**config.mk**
```make
export PLATFORM = sky130hd
export DESIGN_NAME = mult16_seq_ctrl
export DESIGN_NICKNAME = d
export VERILOG_FILES = /design/src/rtl/mult16_pkg.sv /design/src/rtl/mult16_seq_ctrl_array8.sv /design/src/rtl/mult16_seq_ctrl.sv
export SDC_FILE = /design/constraint.sdc
export NUM_CORES = 1
export LEC_CHECK = 0
export ABC_AREA = 1
export CAP_MARGIN = 30
export CELL_PAD_IN_SITES_DETAIL_PLACEMENT = 2
export CELL_PAD_IN_SITES_GLOBAL_PLACEMENT = 2
export CORE_MARGIN = 2
export CORE_UTILIZATION = 33
export CTS_CLUSTER_DIAMETER = 80
export CTS_CLUSTER_SIZE = 10
export DETAILED_ROUTE_END_ITERATION = 7
export PLACE_DENSITY_LB_ADDON = 0.1
export SYNTH_ARGS = -nofsm -noshare
export SYNTH_HDL_FRONTEND = slang
export SYNTH_SLANG_ARGS = --single-unit
```
**constraint.sdc**
```tcl
create_clock -name clk -period 12.45 [get_ports clk]
set_input_delay 1.8675 -clock clk [delete_from_list [all_inputs] [get_ports clk]]
set_output_delay 1.8675 -clock clk [all_outputs]
set_load 0.01 [all_outputs]
```
**src/rtl/mult16_pkg.sv**
```systemverilog
// Shared definitions for the sequential 16x16 multiplier.
//   OpW   : operand width (16)
//   HalfW : half-operand width fed to the 8x8 core (8)
//   StepW : width of the partial-product step counter (2)
//   state_e : controller FSM states
package mult16_pkg;

    localparam int unsigned OpW   = 16;
    localparam int unsigned HalfW = 8;
    localparam int unsigned StepW = 2;

    typedef enum logic [1:0] {
        StIdle = 2'd0,
        StMul  = 2'd1,
        StDone = 2'd2
    } state_e;

endpackage

```
**src/rtl/mult16_seq_ctrl_array8.sv**
```systemverilog
// array8: 8x8 unsigned array multiplier core, purely combinational.
// Ports:
//   a_i [7:0]  multiplicand
//   b_i [7:0]  multiplier
//   p_o [15:0] product a_i * b_i
module array8 (
    input  logic [7:0]  a_i,
    input  logic [7:0]  b_i,
    output logic [15:0] p_o
);

    // One AND-row per multiplier bit, summed with its positional weight.
    always_comb begin
        p_o = '0;
        for (int i = 0; i < 8; i++) begin
            if (b_i[i]) begin
                p_o = p_o + (16'(a_i) << i);
            end
        end
    end

endmodule

```
**src/rtl/mult16_seq_ctrl.sv**
```systemverilog
// mult16_seq_ctrl: 16x16 unsigned multiplier that reuses a single 8x8 core over
// four cycles, with valid/ready handshakes on operand and result sides.
// Optional build macro MULT16_ZERO_BYPASS_EN: a zero operand at the accept edge
// skips the multiply sequence and goes straight to DONE with c = 0.
// Ports:
//   clk, rst        clock, synchronous active-high reset
//   in_valid/ready  operand handshake (ready only in IDLE)
//   a, b            16-bit unsigned operands, latched on accept
//   out_valid/ready result handshake (valid only in DONE)
//   c               32-bit product register
//   busy            high in MUL or DONE
//   op_count        completed result handshakes, wraps modulo 2^CNT_W
module mult16_seq_ctrl
    import mult16_pkg::*;
#(
    parameter int unsigned CNT_W = 16
) (
    input  logic               clk,
    input  logic               rst,
    input  logic               in_valid,
    output logic               in_ready,
    input  logic [OpW-1:0]     a,
    input  logic [OpW-1:0]     b,
    output logic               out_valid,
    input  logic               out_ready,
    output logic [2*OpW-1:0]   c,
    output logic               busy,
    output logic [CNT_W-1:0]   op_count
);

    state_e               state_q, state_d;
    logic [StepW-1:0]     step_q, step_d;
    logic [OpW-1:0]       a_q, a_d;
    logic [OpW-1:0]       b_q, b_d;
    logic [2*OpW-1:0]     acc_q, acc_d;
    logic [2*OpW-1:0]     c_q, c_d;
    logic [CNT_W-1:0]     cnt_q, cnt_d;

    logic [HalfW-1:0]     mul_a, mul_b;
    logic [2*HalfW-1:0]   pp;
    logic [2*OpW-1:0]     pp_ext, term;
    logic                 accept;

    assign accept = in_valid && (state_q == StIdle);

`ifdef MULT16_ZERO_BYPASS_EN
    logic zero_op;
    assign zero_op = (a == '0) || (b == '0);
`endif

    // step[0] picks the high half of a, step[1] the high half of b:
    // 0: aL*bL, 1: aH*bL, 2: aL*bH, 3: aH*bH.
    assign mul_a = step_q[0] ? a_q[OpW-1:HalfW] : a_q[HalfW-1:0];
    assign mul_b = step_q[1] ? b_q[OpW-1:HalfW] : b_q[HalfW-1:0];

    array8 u_core (
        .a_i (mul_a),
        .b_i (mul_b),
        .p_o (pp)
    );

    assign pp_ext = {{(2*OpW-2*HalfW){1'b0}}, pp};

    always_comb begin
        term = pp_ext;
        unique case (step_q)
            2'd0:       term = pp_ext;
            2'd1, 2'd2: term = pp_ext << HalfW;
            default:    term = pp_ext << (2 * HalfW);
        endcase
    end

    // State register.
    always_ff @(posedge clk) begin
        if (rst) begin
            state_q <= StIdle;
        end else begin
            state_q <= state_d;
        end
    end

    // Next-state logic.
    always_comb begin
        state_d = state_q;
        case (state_q)
            StIdle: begin
                if (accept) begin
`ifdef MULT16_ZERO_BYPASS_EN
                    state_d = zero_op ? StDone : StMul;
`else
                    state_d = StMul;
`endif
                end
            end
            StMul: begin
                if (step_q == 2'd3) begin
                    state_d = StDone;
                end
            end
            StDone: begin
                if (out_ready) begin
                    state_d = StIdle;
                end
            end
            default: state_d = StIdle;
        endcase
    end

    // Outputs decoded from the state register.
    always_comb begin
        in_ready  = (state_q == StIdle);
        out_valid = (state_q == StDone);
        busy      = (state_q != StIdle);
    end

    assign c        = c_q;
    assign op_count = cnt_q;

    // Datapath next-state.
    always_comb begin
        step_d = step_q;
        a_d    = a_q;
        b_d    = b_q;
        acc_d  = acc_q;
        c_d    = c_q;
        cnt_d  = cnt_q;
        case (state_q)
            StIdle: begin
                if (accept) begin
                    a_d    = a;
                    b_d    = b;
                    acc_d  = '0;
                    step_d = '0;
`ifdef MULT16_ZERO_BYPASS_EN
                    if (zero_op) begin
                        c_d = '0;
                    end
`endif
                end
            end
            StMul: begin
                step_d = step_q + 2'd1;
                // Last term goes straight into c; acc is not needed afterwards.
                if (step_q == 2'd3) begin
                    c_d = acc_q + term;
                end else begin
                    acc_d = acc_q + term;
                end
            end
            StDone: begin
                if (out_ready) begin
                    cnt_d = cnt_q + CNT_W'(1);
                end
            end
            default: ;
        endcase
    end

    always_ff @(posedge clk) begin
        if (rst) begin
            step_q <= '0;
            a_q    <= '0;
            b_q    <= '0;
            acc_q  <= '0;
            c_q    <= '0;
            cnt_q  <= '0;
        end else begin
            step_q <= step_d;
            a_q    <= a_d;
            b_q    <= b_d;
            acc_q  <= acc_d;
            c_q    <= c_d;
            cnt_q  <= cnt_d;
        end
    end

endmodule

```
=== After elaboration in Yosys (flattened, before gate mapping) ===
Index checks and enable logic that the tools add are counted.

* Bits in latches: 0
* Memories kept: 0
* Word-level logic and storage cells: 58
* Register bits: 116
* RAM bits: 0
* ROM bits: 0
* Output and inout bits: 51

* $mul: 0
* Reduce and logical (&&, ||, !) cells: 12
* Eq/ne operators: 9
* Bitwise logic cells: 0
* Add/sub/neg operators: 10
* Shift-type cells: 0
* Divide/modulo/power cells: 0
* $lt $le $gt $ge: 0
* Multiplexer cells: 20

{| class="wikitable"
|+ Operator list
! kind !! count
|-
| $pmux 32 s2 || 2
|-
| $mux 16 || 7
|-
| $mux 32 || 2
|-
| $add 32x32->32 || 1
|-
| $mux 8 || 3
|-
| $add 16x1->16 const B || 1
|-
| $add 16x10->16 || 1
|-
| $add 16x11->16 || 1
|-
| $add 16x12->16 || 1
|-
| $add 16x13->16 || 1
|-
| $add 16x14->16 || 1
|-
| $add 16x15->16 || 1
|-
| $add 16x9->16 || 1
|-
| $mux 2 || 4
|-
| $reduce_and 2->1 || 4
|-
| $eq 2x2->1 const B || 3
|-
| $pmux 2 s3 || 1
|-
| $reduce_and 3->1 || 2
|-
| $eq 2x1->1 const B || 2
|-
| $logic_not 2->1 || 2
|-
| $ne 2x1->1 const B || 2
|-
| $ne 2x2->1 const B || 2
|-
| $pmux 2 s2 || 1
|-
| $reduce_bool 2->1 || 2
|-
| other kinds (3) || 3
|}

=== Depth between registers and ports, before layout ===
Gate-level depths: netlist of run 1.

* Word-level depth: 20
* Mapped depth: 80

=== By module ===
Synthesis of run 1 repeated with hierarchy kept, for this count alone.

* Cell total of the unflattened synthesis: 1694
* Area total of the unflattened synthesis: 10397.5 um^2

{| class="wikitable"
|+ Modules (own cells, without submodules)
! module !! area an instance (um^2) !! cells an instance !! instances !! sequential area each (um^2)
|-
| mult16_seq_ctrl || 7252.0 || 1172 || 1 || 2322.2
|-
| array8 || 3145.5 || 522 || 1 || 0.0
|}

=== Worst setup path before layout of run 1 ===
Ideal clock, no wire load.

* Kind: reg2reg
* Start: reg step_q[0]
* End: reg acc_q[27]
* Slack: 2866 ps
* Arrival: 9514 ps
* Cell stages (with the launch flop): 68
* Required time: 12380 ps
* Cells stage by stage: dfxtp_1 > buf_6 > o21ai_2 > nor2_1 > ha_1 > ha_1 > inv_1 > nand2_1 > xor2_1 > o21ai_0 > ha_1 > nand3_1 > nand2_1 > a21oi_1 > o21ai_0 > or2_2 > nand2_1 > nand2_1 > (+32 left out) > nor2_1 > nor2_1 > xor2_1 > nand2_1 > nand3_1 > o21ai_1 > ha_1 > clkbuf_1 > nand2_1 > nor2_1 > inv_1 > o21ai_0 > o21bai_2 > nand2_1 > nand2_1 > xor2_1 > nand2_1 > a21oi_1

* Longest elaborated chain between the ends: 20
* Elaborated cells on any way between the ends: 27

{| class="wikitable"
|+ RTL lines
! item !! RTL line !! source
|-
| from (decl) || mult16_seq_ctrl.sv:32 || <nowiki>logic [StepW-1:0] step_q, step_d;</nowiki>
|-
| from (signal assigned) || mult16_seq_ctrl.sv:168 || <nowiki>step_q <= step_d;</nowiki>
|-
| $mux 8 || mult16_seq_ctrl.sv:53 || <nowiki>assign mul_a = step_q[0] ? a_q[OpW-1:HalfW] : a_q[HalfW-1:0];</nowiki>
|-
| $mux 8 || mult16_seq_ctrl_array8.sv:16 || <nowiki>if (b_i[i]) begin</nowiki>
|-
| $add 16x9->16 || mult16_seq_ctrl_array8.sv:17 || <nowiki>p_o = p_o + (16'(a_i) << i);</nowiki>
|-
| $mux 16 || mult16_seq_ctrl_array8.sv:16 ||
|-
| $add 16x10->16 || mult16_seq_ctrl_array8.sv:17 ||
|-
| $mux 16 || mult16_seq_ctrl_array8.sv:16 ||
|-
| $add 16x11->16 || mult16_seq_ctrl_array8.sv:17 ||
|-
| $mux 16 || mult16_seq_ctrl_array8.sv:16 ||
|-
| (+4 left out) || n/a ||
|-
| $add 16x14->16 || mult16_seq_ctrl_array8.sv:17 ||
|-
| $mux 16 || mult16_seq_ctrl_array8.sv:16 ||
|-
| $add 16x15->16 || mult16_seq_ctrl_array8.sv:17 ||
|-
| $mux 16 || mult16_seq_ctrl_array8.sv:16 ||
|-
| $pmux 32 s2 || mult16_seq_ctrl.sv:66 || <nowiki>unique case (step_q)</nowiki>
|-
| $add 32x32->32 || mult16_seq_ctrl.sv:147 || <nowiki>acc_d = acc_q + term;</nowiki>
|-
| $mux 32 || mult16_seq_ctrl.sv:144 || <nowiki>if (step_q == 2'd3) begin</nowiki>
|-
| $pmux 32 s2 || mult16_seq_ctrl.sv:127 || <nowiki>case (state_q)</nowiki>
|-
| to (signal assigned) || mult16_seq_ctrl.sv:164 || <nowiki>acc_q <= '0;</nowiki>
|-
| to (signal assigned) || mult16_seq_ctrl.sv:171 || <nowiki>acc_q <= acc_d;</nowiki>
|-
| to (decl) || mult16_seq_ctrl.sv:35 || <nowiki>logic [2*OpW-1:0] acc_q, acc_d;</nowiki>
|}

Several ways; a longest one is shown, not always the timed one. The select of a mux whose other input is x is not followed.
A chain may end at the register's enable or synchronous reset.

=== Final worst setup path of run 1 ===
Ends and elaborated chain as after synthesis.

==> impl_results.md, run 1 <==
* Status: finished clean
* Die width at 174 um
* DP Wirelength at 26600 um
* CORE AREA at 28600 sq um
* Seq/Total Area, Yosys at 0.243
* Final net count at 1658
* Max IR drop VDD at 98.3 uV
* Vias/cell at 5.10
* Power Density at 121 nW/um^2
* Sw Pwr at 517 uW
* Routability cong. at 0.830
* Comb pwr share at 0.347
* Number of global-route vias before repair at 11000
* Crit-path slowest cell: dfxtp_1
* Post-route cell area at 11400 sq um
* Die Ht at 174 um
* Ys Warns at 0
* Synth cell types at 52
* CP Data Arrival Time at 11580 ps
* CTS Sinks at 116
* Commonest non-fill, non-tap cell in the layout: nand2_1
* Wire length per cell at 17.8 um
* Sequential share of power at 0.290
* Lkg Pwr at 0.00565 uW
* Number of synthesized flops with an enable pin at 0
* Bufs on Longest Clock Path at 2
* Antenna Nets Post-Route at 0
* CTS buffer count at 17
* Starting density of the core at 0.334
* Sw Share at 0.375
* GRT Overall Usage at 0.236
* DRC viols at 0
* Cell Area, Placed at 10800 sq um
* Die area at 30400 sq um
* Crit Path Class: flip-flop to flip-flop
* Cell count after synthesis at 1457
* First-pass GRT wire length at 57400 um
* Slew HR at 0.373
* Kind of cell adding the most delay to the critical path: simple AND/OR/NAND/NOR gates
* Via count at 9809
* Worst hold path type: flip-flop to flip-flop
* RSZ-0062 raised after global routing: false
* Clock skew at 8.23 ps
* CTS root buffer: clkbuf_16
* Dominant synthesized flop cell: dfxtp_1
* Worst path required time at 12810 ps
* Fin. Hold Viols at 0
* Worst-Margin Slew at 938 ps
* Setup Fix Bufs, Post-CTS at 0
* # H-tree levels at 4
* IO buf count at 86
* Max Slew Vio Count at 0
* CTS tree: done
* Fin crit period at 11220 ps
* Row count at 62
* Final setup vio count at 0
* Grt total ovfl at 0
* WL final at 34300 um
* Register Area at 2330 sq um
* Most frequent CP cell: nand2_1
* Syn_area_per_cell at 6.56 sq um
* Dpl ws at 815 ps
* Antenna violations before repair at 0
* Fin util at 0.399
* Synth async-reset ratio at 0
* Detailed Route Iter0 Violations at 341
* Fraction of layout cells with a size suffix above 1 at 0.0779
* Hold-fix buffers, CTS at 0
* Synth Register Bits at 116
* Area of the multi-input gates at 6270 sq um
* Largest net degree at the start of global routing at 47
* CP max FO at 11
* Worst-Skew Late Latency at 430 ps
* Crit end category: flip-flop
* Final setup TNS at 0 ps
* Drt pass-1 iters at 4
* Ant. Diodes at 0
* Max Freq at 89.1 MHz
* Critical path's largest stage delay at 680 ps
* Layout area overhead at 19.4%
* Mapped Area at 9560 sq um
* Internal at 863 uW
* Most frequent cells in the layout: 332 x nand2_1, 203 x inv_1, 127 x a21oi_1
* Max Cap Viol at 0
* Worst-path clk slew at 60 ps
* Final Worst Setup Slack at 1230 ps
* Fillcell total at 3450
* Setup crit start kind: flip-flop
* Boundary Pins at 87
* Final period util at 0.901
* CP bufs+invs at 6
* Post-synthesis net count at 1588
* Clk pwr share at 0.363
worst paths after layout:
check / slack, ps / to / cells past startpoint / startpoint
max reg2reg: 1230 / acc_q[27]$_SDFFE_PP0P_ / 66 / step_q[0]$_SDFFE_PP0P_
max: 1230 / acc_q[27]$_SDFFE_PP0P_ / 66 / step_q[0]$_SDFFE_PP0P_
min: 460 / b_q[5]$_SDFFE_PP0P_ / 2 / b_q[5]$_SDFFE_PP0P_
min reg2reg: 460 / b_q[5]$_SDFFE_PP0P_ / 2 / b_q[5]$_SDFFE_PP0P_
repair_timing:
action                                  in CTS  in global routing
resized for setup                            0                  4
hold endpoints to repair                     0                  0
endpoints found under the setup margin       0                 22
cell families (layout without fill, tap and decap cells):
group                      Yosys count  in the layout  share of synthesized area
and+or+nand+nor                    619            619                      0.289
AOI/OAI and AO/OA                  323            323                      0.191
buffers and inverters              257            340                      0.104
DFF                                116            116                      0.243
adders and majority gates           95             95                      0.130
xor gates and xnor gates            47             47                     0.0430
state kept, by name (all words and copies together) (netlist names):
| signal | cells |
|---|---|
| op_count | 16 |
| acc_q | 32 |
| b_q | 16 |
| c | 32 |
| step_q | 2 |
| a_q | 16 |
| state_q | 2 |
Yosys cell counts (all sizes together) (3+ instances only):
master	number	area, sq um
a21oi	129	653
o21bai	30	233
nor3	10	50.1
xnor2	17	149
o21a	3	22.5
dfxtp	116	2320
xor2	30	263
nand4	8	50.1
buf	11	66.3
nand2	356	1460
clkinv	4	15.0
a21boi	3	22.5
inv	210	796
o31ai	3	22.5
or2	16	100
nand3	88	495
and2	11	68.8
nor2	120	460
nand3b	7	56.3
a31oi	13	81.3
ha	88	1100
clkbuf	32	120
fa	7	140
o21ai	132	713
metal layers:
layer / wire length (um) / up-vias / global-route usage / share of wire
met2: 17100 / 93 / 0.424 / 0.50
li1: - / 4865 / - / -
met3: 542 / 43 / 0.0311 / 0.016
met1: 16000 / 4808 / 0.294 / 0.47
met5: 0 / - / 0 / 0
met4: 689 / 0 / 0.0679 / 0.020
power groups by stage:
stage,clock [uW],sequential (uW),combinational (uW)
2_1_floorplan,0,402,343
3_5_place_dp,0,407,480
3_3_place_gp,0,407,461
6_report,502,400,479
5_1_grt,526,402,548
4_1_cts,511,400,485
worst min-delay path, cell delays in order, from the launching register on:
cell	delay, ps
dfxtp_1	290
inv_1	60
a21oi_1	60
stage by stage:
stage	total power, uW	hold WS (ps)	cells
detailed placement	887	454	1892
finish	1380	459	1924
global route	1480	496	1924
CTS	1400	464	1924
global placement	868	438	1890
floorplan	744	424	1457
layout make-up:
cell class,instances,share of cell area
repair buffers,94,0.0824
well taps,384,0.0421
flip-flops and latches,116,0.204
multi-input cells,1084,0.549
inverters,214,0.0710
clock inverters,11,0.0108
clock buffers,21,0.0412
Power figures use the tool's default switching activity.
==> run 2: changes to the inputs <==
--- a/config.mk
+++ b/config.mk
@@ -9,7 +9,6 @@
 export CAP_MARGIN = 30
 export CELL_PAD_IN_SITES_DETAIL_PLACEMENT = 2
 export CELL_PAD_IN_SITES_GLOBAL_PLACEMENT = 2
-export CORE_MARGIN = 2
 export CORE_UTILIZATION = 33
 export CTS_CLUSTER_DIAMETER = 80
 export CTS_CLUSTER_SIZE = 10
==> constraint.sdc (replaced) <==
create_clock -name clk -period 11.65 [get_ports clk]
set_input_delay 1.7475 -clock clk [delete_from_list [all_inputs] [get_ports clk]]
set_output_delay 1.7475 -clock clk [all_outputs]
set_load 0.01 [all_outputs]
==> run 2 against run 1 <==
Effect of this change:
- non-clock buffer count grew 6
- clock-buffer cell count is 3 lower
- final area up 0.62%
- clock power up 9.2%
- via count grew 0.17%
- critical path type unchanged
- largest cell class unchanged
- largest power group unchanged
==> impl_results.md, run 2 (same netlist as run 1, synthesis figures left out) <==
* Status: finished clean
* Routability cong. at 0.839 (+0.98%)
* CP Data Arrival Time at 11000 ps (-580 ps)
* CTS Sinks at 116 (unchanged)
* Hold slack at 458 ps (-1.42 ps)
* Worst-Skew Late Latency at 430 ps (about the same)
* Worst-path clk slew at 60 ps (about the same)
* Ant. Diodes at 0 (unchanged)
* RSZ-0062 raised after global routing: true
* Drt pass-1 iters at 4 (unchanged)
* Clock skew at 18.7 ps (+10.4 ps)
* Antenna violations before repair at 0 (unchanged)
* Starting density of the core at 0.340 (+0.00548)
* Slew HR at 0.394 (+0.0208)
* Setup crit start kind: flip-flop
* Bufs on Longest Clock Path at 2 (unchanged)
* Most frequent cells in the layout: 331 x nand2_1, 203 x inv_1, 127 x a21oi_1
* Final period util at 0.916 (+0.0151)
* Worst hold path type: flip-flop to flip-flop
* Max Freq at 93.7 MHz (+5.1%)
* Final net count at 1664 (+0.36%)
* Detailed Route Iter0 Violations at 335 (-1.8%)
* Crit-path slowest cell: dfxtp_4
* Hold_sp: op_count[15]$_SDFFE_PP0P_
* Layout area overhead at 20.2%
* Dpl ws at 92.7 ps (-722 ps)
* CTS root buffer: clkbuf_16
* Reg2reg start: step_q[0]$_SDFFE_PP0P_
* Max IR drop VDD at 94.4 uV (-4.1%)
* Wire length per cell at 18.2 um (+2.0%)
* Vias/cell at 5.11 (+0.17%)
* Fillcell total at 3371 (-2.3%)
* Boundary Pins at 87 (unchanged)
* Most frequent CP cell: nand2_1
* Number of global-route vias before repair at 10700 (-2.1%)
* CP max FO at 11 (unchanged)
* Total power draw at 1500 uW (+8.6%)
* CTS buffer count at 17 (unchanged)
* Commonest non-fill, non-tap cell in the layout: nand2_1
* WL final at 35000 um (+2.0%)
* Hold-fix buffers, CTS at 0 (unchanged)
* Largest net degree at the start of global routing at 47 (unchanged)
* Critical Path Source: step_q[0]$_SDFFE_PP0P_
* IO buf count at 86 (unchanged)
* First-pass GRT wire length at 56200 um (-2.1%)
* Final Worst Setup Slack at 975 ps (-256 ps)
* Via count at 9826 (+0.17%)
* Grt total ovfl at 0 (unchanged)
* Fin. Hold Viols at 0 (unchanged)
* Die width at 172 um (-1.1%)
* Row count at 61 (-1.6%)
* Fraction of layout cells with a size suffix above 1 at 0.0860 (+0.00811)
* Crit end category: flip-flop
* DRC viols at 0 (unchanged)
* Power Density at 130 nW/um^2 (+7.9%)
* Post-route cell area at 11500 sq um (+0.62%)
* CTS tree: done
* Crit Path Class: flip-flop to flip-flop
* Worst-Margin Slew at 907 ps (-31.1 ps)
* Final setup TNS at 0 ps (unchanged)
* Critical path's largest stage delay at 460 ps (-220 ps)
* Max Slew Vio Count at 0 (unchanged)
* # H-tree levels at 4 (unchanged)
* Lkg Pwr at 0.00569 uW (+0.56%)
* Fin crit period at 10680 ps (-544 ps)
* Die area at 29700 sq um (-2.3%)
* Final setup vio count at 0 (unchanged)
* Max Cap Viol at 0 (unchanged)
* Cell Area, Placed at 10800 sq um (about the same)
* DP Wirelength at 26800 um (+0.71%)
* Worst path required time at 11980 ps (-830 ps)
* Die Ht at 172 um (-1.1%)
* CORE AREA at 28200 sq um (-1.6%)
* GRT Overall Usage at 0.245 (+0.00896)
* Antenna Nets Post-Route at 0 (unchanged)
==> run 2: cell count changes in the layout (fill, tap and decap cells not counted), sizes merged <==
cell,delta
inv,+5
clkbuf,-3
buf,+6
clkinvlp,-2
==> run 2: layer usage <==
layer  global-route usage  part of all wire
met3               0.0378             0.032
met2                0.442              0.50
met1                0.299              0.45
met4               0.0673             0.019
met5                    0                 0
==> run 2: path summary, 6_finish.rpt <==
path | slack [ps] | cells after the start | end
worst max register to register | 970 | 68 | c[25]$_SDFFE_PP0P_
worst max-delay path | 970 | 68 | c[25]$_SDFFE_PP0P_
worst min register to register | 460 | 1 | op_count[15]$_SDFFE_PP0P_
worst min-delay path | 460 | 1 | op_count[15]$_SDFFE_PP0P_
==> run 2: what timing repair did <==
action	in CTS	in global routing
resized for setup	0	14
buffers inserted	0	4
endpoints found under the setup margin	0	38
==> run 2: area by class of cell <==
type                       count  area (sq um)  share of cell area
tap                          378           473              0.0411
clock inverter                14           165              0.0144
multi-input combinational   1084          6300               0.548
sequential                   116          2330               0.203
timing repair buffer         100           986              0.0858
inverter                     214           811              0.0705
clock buffer                  18           429              0.0373
==> run 2: worst max-delay path, delay by kind of cell (launching register included) <==
kind | cells | cell delay (ps)
compound gates | 12 | 2350
xor+xnor | 4 | 650
fa+ha+maj | 9 | 2870
buf+inv | 9 | 530
flops | 1 | 460
simple gates | 34 | 3710
==> run 2: stage by stage <==
step,util,cells
after floorplan,-,1457
after global placement,0.383,1886
after CTS,0.405,1920
after detailed placement,0.384,1888
after global routing,0.408,1924
final,0.408,1924
==> run 2: report_power, final <==
group | leakage [uW] | total, uW | switching, uW | internal [uW]
Sequential | 0.000945 | 427 | 13.8 | 413
Clock | 0.000291 | 548 | 226 | 322
Combinational | 0.00445 | 523 | 341 | 183
Total | 0.00569 | 1500 | 581 | 918
==> run 3: changes to the inputs <==
--- a/config.mk
+++ b/config.mk
@@ -10,6 +10,7 @@
 export CELL_PAD_IN_SITES_DETAIL_PLACEMENT = 2
 export CELL_PAD_IN_SITES_GLOBAL_PLACEMENT = 2
 export CORE_UTILIZATION = 33
+export CTS_BUF_LIST = sky130_fd_sc_hd__clkbuf_2
 export CTS_CLUSTER_DIAMETER = 80
 export CTS_CLUSTER_SIZE = 10
 export DETAILED_ROUTE_END_ITERATION = 7
==> run 3 against run 2 <==
Effect of this change:
- sequential share of layout area rose by 0.60 points
- combinational power about the same
- hold slack improved by 15 ps
- first-iteration DRC count fell by 16%
- clock skew grew 47 ps
- sequential cell count stayed put
- critical path depth rose by 1
- global-route usage decreased by 0.83 points
- critical path type unchanged
- largest power group is now combinational cells
==> impl_results.md, run 3 (same netlist as run 1, synthesis figures left out) <==
* Number of global-route vias before repair at 10600 (-1.0%)
* Setup crit start kind: flip-flop
* Worst-Margin Slew at 898 ps (-8.67 ps)
* Fraction of layout cells with a size suffix above 1 at 0.0879 (+0.00183)
* Worst path required time at 12330 ps (+350 ps)
* Fillcell total at 3418 (+1.4%)
* Kind of cell adding the most delay to the critical path: simple AND/OR/NAND/NOR gates
* Detailed Route Iter0 Violations at 283 (-16%)
* Clock skew at 65.2 ps (+46.6 ps)
* Fin crit period at 10700 ps (+22.2 ps)
* First-pass GRT wire length at 54600 um (-2.8%)
* Routability cong. at 0.839 (unchanged)
* Slew HR at 0.400 (+0.00579)
* Layout area overhead at 16.7%
* Critical path's largest stage delay at 470 ps (about the same)
* CP max FO at 9 (-2)
* Crit-path slowest cell: dfxtp_4
* # H-tree levels at 4 (unchanged)
* Final setup TNS at 0 ps (unchanged)
* RSZ-0062 raised after global routing: false
* Crit end category: flip-flop
* Fin util at 0.396 (-0.0117)
* WL final at 34000 um (-2.9%)
* Area of the multi-input gates at 6290 sq um (about the same)
* Hold-fix buffers, CTS at 0 (unchanged)
* Via count at 9795 (-0.32%)
* IO buf count at 86 (unchanged)
* CTS root buffer: clkbuf_2
* Row count at 61 (unchanged)
* Worst-Skew Late Latency at 750 ps (+320 ps)
* Max Cap Viol at 0 (unchanged)
* Final setup vio count at 0 (unchanged)
* Most frequent cells in the layout: 331 x nand2_1, 203 x inv_1, 127 x a21oi_1
* Die Ht at 172 um (unchanged)
* Antenna violations before repair at 1 (+1)
* Final net count at 1666 (+0.12%)
* Antenna Nets Post-Route at 0 (unchanged)
* Starting density of the core at 0.340 (unchanged)
* Max Freq at 93.5 MHz (-0.21%)
* Largest net degree at the start of global routing at 47 (unchanged)
* Power Density at 112 nW/um^2 (-14%)
* Vias/cell at 5.08 (-0.47%)
* Lkg Pwr at 0.00557 uW (-2.1%)
* Crit Path Class: flip-flop to flip-flop
* CTS buffer count at 17 (unchanged)
* Hold slack at 472 ps (+14.7 ps)
* CORE AREA at 28200 sq um (unchanged)
* Die area at 29700 sq um (unchanged)
* Boundary Pins at 87 (unchanged)
* Status: finished clean
* DRC viols at 0 (unchanged)
* Drt pass-1 iters at 4 (unchanged)
* CTS tree: done
* Post-route cell area at 11200 sq um (-2.9%)
* Die width at 172 um (unchanged)
* Final period util at 0.918 (+0.00191)
* Bufs on Longest Clock Path at 2 (unchanged)
* CP Data Arrival Time at 11380 ps (+380 ps)
* Worst hold path type: flip-flop to flip-flop
* Wire length per cell at 17.6 um (-3.1%)
* CP bufs+invs at 8 (-1)
* Cell Area, Placed at 10800 sq um (unchanged)
* Most frequent CP cell: nand2_1
* Max IR drop VDD at 56.5 uV (-40%)
* Worst-path clk slew at 230 ps (+170 ps)
* DP Wirelength at 26800 um (unchanged)
* Register Area at 2330 sq um (unchanged)
* Commonest non-fill, non-tap cell in the layout: nand2_1
* Fin. Hold Viols at 0 (unchanged)
* Max Slew Vio Count at 0 (unchanged)
* Grt total ovfl at 0 (unchanged)
* CTS Sinks at 116 (unchanged)
* GRT Overall Usage at 0.237 (-0.00829)
-- run 3: changes by cell type in the layout (fill, tap and decap cells not counted) --
cell       before  now
clkbuf_1        1    0
buf_4          13   14
a221oi_1        1    0
o21ai_0       110  109
ha_1           86   87
clkbuf_2        0   18
a221oi_2        0    1
clkbuf_16      17    0
diode_2         0    1
o21ai_1         8    9
buf_2           0    1
ha_4            1    0
-- run 3: through the flow --
stage                     std cells  setup WS [ps]  power [uW]
after global routing           1927           29.9        1350
after CTS                      1920           5.07        1260
after floorplan                1457           2070         795
final                          1927            952        1250
after detailed placement       1888           92.7         948
after global placement         1886            470         927
-- run 3: report_power, final --
part           switching [uW]  internal [uW]  total [uW]
clock                     200            107         307
combinational             338            182         520
sequential               13.1            414         427
total                     551            703        1250
-- run 3: layout make-up --
class	instances	area share
diodes	1	0.000224
clock buffers	18	0.00807
well taps	378	0.0424
multi-input cells	1084	0.564
repair buffers	102	0.0894
inverters	214	0.0726
clock inverters	14	0.0148
flip-flops and latches	116	0.209
-- run 3: what timing repair did --
item | 4_1_cts | 5_1_grt
gates resized for setup | 0 | 15
endpoints found under the setup margin | 0 | 38
buffers inserted | 0 | 6
-- run 3: final timing paths --
path,startpoint,to,slack (ps),cells past startpoint
worst max-delay path,step_q[0]$_SDFFE_PP0P_,acc_q[27]$_SDFFE_PP0P_,950,69
worst max register to register,step_q[0]$_SDFFE_PP0P_,acc_q[27]$_SDFFE_PP0P_,950,69
worst min-delay path,op_count[15]$_SDFFE_PP0P_,op_count[15]$_SDFFE_PP0P_,470,1
worst min register to register,op_count[15]$_SDFFE_PP0P_,op_count[15]$_SDFFE_PP0P_,470,1
-- run 3: per-layer routing --
metal  track usage  wire [um]  up-vias
met5             0          0        -
met4        0.0481        437        0
met3        0.0320        827       32
met2         0.432      16900       98
met1         0.293      15900     4786
li1              -          -     4879
